==> src/rtl/shift_arb_ctrl_if.sv <==
// Request-side bundle for shift_arb_ctrl: two valid/ready requesters carrying n-bit words.
interface shift_arb_ctrl_if #(
    parameter int unsigned n = 8
) ();

    logic         req0_valid;
    logic [n-1:0] req0_data;
    logic         req0_ready;
    logic         req1_valid;
    logic [n-1:0] req1_data;
    logic         req1_ready;

    // Requester side drives valid/data and observes ready.
    modport master (
        output req0_valid,
        output req0_data,
        input  req0_ready,
        output req1_valid,
        output req1_data,
        input  req1_ready
    );

    // Controller side observes valid/data and drives ready.
    modport slave (
        input  req0_valid,
        input  req0_data,
        output req0_ready,
        input  req1_valid,
        input  req1_data,
        output req1_ready
    );

endinterface

==> src/rtl/shift_arb_ctrl.sv <==
// Two-requester round-robin arbiter that serialises the winning n-bit word LSB first.
// Frame timeline: accept -> n SHIFT cycles (frame=1) -> one DONE cycle (done=1) -> IDLE.
module shift_arb_ctrl #(
    parameter int unsigned n = 8
) (
    input  logic                  clk,
    input  logic                  reset,
    shift_arb_ctrl_if.slave       req,
    output logic                  SO,
    output logic                  frame,
    output logic                  grant_id,
    output logic                  done
);

    // Counter must be able to hold n itself without wrapping.
    localparam int unsigned CW = $clog2(n + 1);
    localparam logic [CW-1:0] LAST_BIT = CW'(n - 1);

    typedef enum logic [1:0] {
        IDLE  = 2'd0,
        SHIFT = 2'd1,
        DONE  = 2'd2
    } state_t;

    state_t        state;
    state_t        state_nx;
    logic [n-1:0]  shreg;
    logic [n-1:0]  shreg_nx;
    logic [CW-1:0] cnt;
    logic [CW-1:0] cnt_nx;
    logic          last_grant;
    logic          last_grant_nx;
    logic          grant_id_nx;
    logic          so_nx;
    logic          frame_nx;
    logic          done_nx;
    logic          take0_c;
    logic          take1_c;

    // Ready only in IDLE; a requester yields only when the other is valid and it won last time.
    assign req.req0_ready = (state == IDLE) && !(req.req1_valid && !last_grant);
    assign req.req1_ready = (state == IDLE) && !(req.req0_valid &&  last_grant);

    // Handshake completion; the ready terms make these mutually exclusive.
    assign take0_c = req.req0_valid && req.req0_ready;
    assign take1_c = req.req1_valid && req.req1_ready;

    // Next-state, datapath and next-output decode.
    always_comb begin
        state_nx      = state;
        shreg_nx      = shreg;
        cnt_nx        = cnt;
        last_grant_nx = last_grant;
        grant_id_nx   = grant_id;
        so_nx         = 1'b0;
        frame_nx      = 1'b0;
        done_nx       = 1'b0;

        unique case (state)
            IDLE: begin
                if (take0_c || take1_c) begin
                    shreg_nx      = take1_c ? req.req1_data : req.req0_data;
                    grant_id_nx   = take1_c;
                    last_grant_nx = take1_c;
                    cnt_nx        = '0;
                    state_nx      = SHIFT;
                end
            end
            SHIFT: begin
                shreg_nx = shreg >> 1;
                cnt_nx   = cnt + CW'(1);
                if (cnt == LAST_BIT) begin
                    state_nx = DONE;
                end
            end
            DONE: begin
                state_nx = IDLE;
            end
            default: begin
                state_nx = IDLE;
            end
        endcase

        // Outputs are registered, so derive them from the upcoming state and register.
        frame_nx = (state_nx == SHIFT);
        so_nx    = frame_nx && shreg_nx[0];
        done_nx  = (state_nx == DONE);
    end

    // State, datapath and output registers with synchronous reset.
    always_ff @(posedge clk) begin
        if (reset) begin
            state      <= IDLE;
            shreg      <= '0;
            cnt        <= '0;
            last_grant <= 1'b1;
            grant_id   <= 1'b0;
            SO         <= 1'b0;
            frame      <= 1'b0;
            done       <= 1'b0;
        end else begin
            state      <= state_nx;
            shreg      <= shreg_nx;
            cnt        <= cnt_nx;
            last_grant <= last_grant_nx;
            grant_id   <= grant_id_nx;
            SO         <= so_nx;
            frame      <= frame_nx;
            done       <= done_nx;
        end
    end

endmodule
==> src/flat_wrapper.sv <==
// flat-port wrapper written by rule: the top's interface ports become plain ports
module shift_arb_ctrl_flat 
#(
    parameter int unsigned n = 8
)
  (clk, reset, SO, frame, grant_id, done, req_req0_valid, req_req0_data, req_req0_ready, req_req1_valid, req_req1_data, req_req1_ready);
  shift_arb_ctrl_if #(.n(n)) req_i ();
  input  logic clk;
  input  logic reset;
  output logic SO;
  output logic frame;
  output logic grant_id;
  output logic done;
  input wire logic [$bits(req_i.req0_valid)-1:0] req_req0_valid;
  input wire logic [$bits(req_i.req0_data)-1:0] req_req0_data;
  output wire logic [$bits(req_i.req0_ready)-1:0] req_req0_ready;
  input wire logic [$bits(req_i.req1_valid)-1:0] req_req1_valid;
  input wire logic [$bits(req_i.req1_data)-1:0] req_req1_data;
  output wire logic [$bits(req_i.req1_ready)-1:0] req_req1_ready;
  assign req_i.req0_valid = req_req0_valid;
  assign req_i.req0_data = req_req0_data;
  assign req_req0_ready = req_i.req0_ready;
  assign req_i.req1_valid = req_req1_valid;
  assign req_i.req1_data = req_req1_data;
  assign req_req1_ready = req_i.req1_ready;
  shift_arb_ctrl #(.n(n)) u_core (.clk(clk), .reset(reset), .req(req_i), .SO(SO), .frame(frame), .grant_id(grant_id), .done(done));
endmodule
==> config.mk <==
export PLATFORM = sky130hd
export DESIGN_NAME = shift_arb_ctrl_flat
export DESIGN_NICKNAME = d
export VERILOG_FILES = /design/src/rtl/shift_arb_ctrl_if.sv /design/src/rtl/shift_arb_ctrl.sv /design/src/flat_wrapper.sv
export SDC_FILE = /design/constraint.sdc
export NUM_CORES = 1
export LEC_CHECK = 0
export ABC_AREA = 1
export BUFFER_PORTS_ARGS = -buffer_cell sky130_fd_sc_hd__buf_2
export CAP_MARGIN = 20
export CORE_AREA = 5 5 61 63
export CTS_BUF_LIST = sky130_fd_sc_hd__clkbuf_16
export CTS_CLUSTER_DIAMETER = 60
export DETAILED_ROUTE_END_ITERATION = 10
export DIE_AREA = 0 0 66 68
export PLACE_DENSITY = 0.58
export SETUP_SLACK_MARGIN = 0.05
export SLEW_MARGIN = 15
export SYNTH_ARGS = -nofsm -noshare
export SYNTH_HDL_FRONTEND = slang
export SYNTH_SLANG_ARGS = --single-unit
export TNS_END_PERCENT = 10
==> constraint.sdc <==
create_clock -name clk -period 1.5 [get_ports clk]
set_input_delay 0.15 -clock clk [delete_from_list [all_inputs] [get_ports clk]]
set_output_delay 0.15 -clock clk [all_outputs]
set_load 0.01 [all_outputs]
======== Yosys cells after proc, flatten, opt, wreduce, memory -nomap -nowiden ========
Index checks and enable logic that the tools add are counted.
storage, ports and cells
  output and inout port bits .............. 6
  bits of input ports ..................... 20
  bits in registers ....................... 19
  word-level logic and storage cells ...... 38
cells by class
  muxes and demuxes ....................... 8
  eq/ne operators ......................... 5
  add/sub/neg operators ................... 1
  reduce and logical (&&, ||, !) cells .... 15
operator list
  operator               count
  $mux W8                2
  $pmux W8 S2            1
  $pmux W4 S2            1
  $logic_and A1 B1 Y1    7
  $add A4 B1 Y4 const B  1
  $eq A2 B1 Y1 const B   2
  $eq A4 B3 Y1 const B   1
  $mux W2                2
  $mux W4                1
  $pmux W2 S2            1
  $reduce_and A2 Y1      2
  $logic_not A1 Y1       3
  $eq A2 B2 Y1 const B   1
  $logic_not A2 Y1       1
  $ne A2 B2 Y1 const B   1
  $reduce_bool A2 Y1     1
  $logic_or A1 B1 Y1     1

======== Longest topological paths before layout ========
  word-level depth ........................ 10
  mapped depth ............................ 8

======== Worst setup path after synthesis ========
No wires, ideal clock.
  kind .................................... register -> register
  from .................................... register u_core.cnt[0]
  to ...................................... register u_core.SO
  data arrival time ....................... 1067 ps
  slack ................................... 312 ps
  required time ........................... 1378 ps
  setup time .............................. 122 ps
  clock period less this slack ............ 1188 ps
  cell stages (with the launch flop) ...... 6
  cell sequence ........................... dfxtp_1 > ha_1 > nand2_1 > or2_2 > o211ai_2 > a21oi_1
between the ends
  cells in the longest elaborated chain, start to end .. 5
ends and longest elaborated chain
  item                    RTL line               source
  start, declared         shift_arb_ctrl.sv:29   logic [CW-1:0] cnt;
  start signal, assigned  shift_arb_ctrl.sv:104  cnt <= cnt_nx;
  $eq A4 B3 Y1            shift_arb_ctrl.sv:72   if (cnt == LAST_BIT) begin
  $mux W2                 shift_arb_ctrl.sv:72
  $pmux W2 S2             shift_arb_ctrl.sv:59   unique case (state)
  $eq A2 B1 Y1            shift_arb_ctrl.sv:85   frame_nx = (state_nx == SHIFT);
  $logic_and A1 B1 Y1     shift_arb_ctrl.sv:86   so_nx = frame_nx && shreg_nx[0];
  end signal, assigned    shift_arb_ctrl.sv:107  SO <= so_nx;
  end, declared           shift_arb_ctrl.sv:9    output logic SO,
No other way between the ends.
A chain may end at the register's enable or synchronous reset.

======== Worst setup path in the final report ========
Same ends and word-level chain as after synthesis.

==> results.ini <==
[yosys]
synth_top_area_frac=0.4234
synth_area_leaders=dfxtp_1, nand2_1, a21oi_1
syn_area_um2=898.4
yosysUniqueCellTypes=24
synth_fp_nets=139
synth-seq-area-share=0.4234
synth_seq_cells=19
synth_top_cell_by_area=dfxtp_1
ys.warnings.count=0
syn_area_per_cell_um2=7.613
synthCells=118

[floorplan]
core.rowCount=21
core_mm2=0.003179
die_area_mm2=0.004488
fp.dieH_um=68
top_level_ports=26
die_w_um=66
start_util=0.2826

[cells_and_area]
drive_gt1_frac=0.2877
final_net_count=168
n_fill_cell=339
layout_common_cells=nand2_1, buf_2, dfxtp_1
mostFrequentLayoutCell=nand2_1
area_growth_syn_to_layout_pct=28.27
diodes=0
final_util=0.3625

[drt]
first_iter_violations=15
drc_errors=0
drt_wl_total_um=2000
ant_nets=0
dr.pass1.iters=4
vias_per_cell=4.318
post_drt_wl_per_cell_um=10.42
route.vias.total=829

[pwr]
vdd_drop_max_v=0.0006721
combPwrFrac=0.167
intPower_uw=993.2
pwr-share-clk=0.410
p_per_area_mw_per_mm2=1162
p_leak_nw=0.5462
p_switching_uw=346.1
p_sw_frac=0.2584
pwr-share-seq=0.423

[setup_path]
arrival_ns=1.41
crit_type=reg -> reg
crit_required_ns=1.63
crit_path_end_kind=register
crit_path_start_kind=register
crit_path_max_fanout=4

[placed_design]
port_buffers=25
gp_congestion=0.7884
hpwl_um=1622

[grt]
antenna_found_initial=0
grt_most_used_layer=met2
track_usage=0.09855
grt_pass1_vias=783
met1_usage=0.1089
gr-total-overflow=0
met2_usage=0.1715
grt_util_met3=0.03284
grt_pass1_wl_um=3346
grt_max_degree=13

[clocking]
clockBufferDepth=2
cts_made_buffers=3
clk_pin_slew_ns=0.06
cts_sinks=19
cts_tree=built
ctsRootBufferMaster=clkbuf_16
clkLatencyLatePin_ns=0.25
htreeDepth=1

[sta]
setup_tns_ns=0
finalHoldViolCount=0
fin_skew_ns=0.004462
worstMarginPinSlew_ns=0.3817
slew_headroom=0.7446
rsz0062_at_grt=true
setup_viol_count_final=0
fmaxAchievable_mhz=781.6
min_period_over_period=0.8530
drv_slew=0
fin_crit_ns=1.280

[worst_hold_path]
hold_path_class=in -> reg

[run_status]
status=finished clean

[job]
max-cap-violations=0

-- flip-flops by register name, summed over array words and instances (netlist names) --
register,flops
u_core.shreg,8
u_core.cnt,4
u_core.state,2
u_core.SO,1
u_core.done,1
u_core.frame,1
u_core.grant_id,1
u_core.last_grant,1
-- worst max-delay path: stages, from the launching register on --
cell and delay (ns):
dfxtp_1 0.37, ha_1 0.17, nand2_1 0.07, or2_2 0.31
o211ai_2 0.19, a21oi_1 0.06
-- per-layer routing --
metal  vias to the layer above  part of all wire
met3                         4             0.056
met1                       362              0.44
met5                         -                 0
met2                        20              0.49
met4                         0             0.013
li1                        443                 -
-- cells in the mapped netlist, drive strengths merged --
| library cell | n |
|---|---|
| nand2 | 26 |
| dfxtp | 19 |
| nor2 | 16 |
| inv | 14 |
| a21oi | 11 |
| nor3 | 8 |
| o21ai | 7 |
| nand3 | 4 |
| o211ai | 3 |
| a22oi | 2 |
| buf | 2 |
| or2 | 2 |
| a211oi | 1 |
| clkinv | 1 |
| ha | 1 |
| nand4 | 1 |
-- worst paths after layout --
path / from / slack, ns / to / cells after the start
worst max-delay path: u_core.cnt[0] / 0.22 / u_core.SO / 5
worst min register to register: u_core.shreg[7] / 0.48 / u_core.shreg[7] / 2
worst max register to register: u_core.cnt[0] / 0.22 / u_core.SO / 5
worst min-delay path: req_req0_data[3] / 0.16 / u_core.shreg[3] / 3
-- kinds of logic after synthesis --
group / Yosys count / synth area share
and+or+nand+nor: 57 / 0.3175
adders and majority gates: 1 / 0.01393
buffers and inverters: 17 / 0.08914
AOI/OAI and AO/OA: 24 / 0.1560
DFF: 19 / 0.4234
-- timing repair --
action / CTS / global route
setup endpoints to repair: 0 / 6
endpoints found under the hold margin: 0 / 0
resized for setup: 0 / 1
setup buffers: 0 / 0
hold buffers: 0 / 0
-- power by group through the flow --
stage	combinational (mW)	sequential, mW	clock [mW]
detailed placement	0.226	0.578	0
CTS	0.227	0.567	0.565
finish	0.224	0.566	0.549
global route	0.258	0.571	0.586
floorplan	0.157	0.576	0
global placement	0.222	0.577	0
-- final cells by class --
type	count	area [um2]	share of cell area
inverter	15	61.31	0.05320
timing repair buffer	26	132.6	0.1151
tap	46	57.56	0.04995
clock buffer	3	75.07	0.06515
multi-input combinational	82	437.9	0.3800
clock inverter	1	7.507	0.006515
sequential	19	380.4	0.3301
-- metrics by stage --
step / hold WS (ns) / cell area [um2] / instances / total power [mW] / worst slack [ns]
2_1_floorplan: 0.3197 / 898.4 / 118 / 0.7324 / 0.3116
3_3_place_gp: 0.4243 / 1070 / 188 / 0.7987 / 0.2085
3_5_place_dp: 0.4204 / 1070 / 188 / 0.8038 / 0.1350
4_1_cts: 0.1611 / 1152 / 192 / 1.359 / 0.1228
5_1_grt: 0.1692 / 1152 / 192 / 1.415 / 0.03552
6_report: 0.1618 / 1152 / 192 / 1.339 / 0.2205
(Power assumes the default switching activity.)
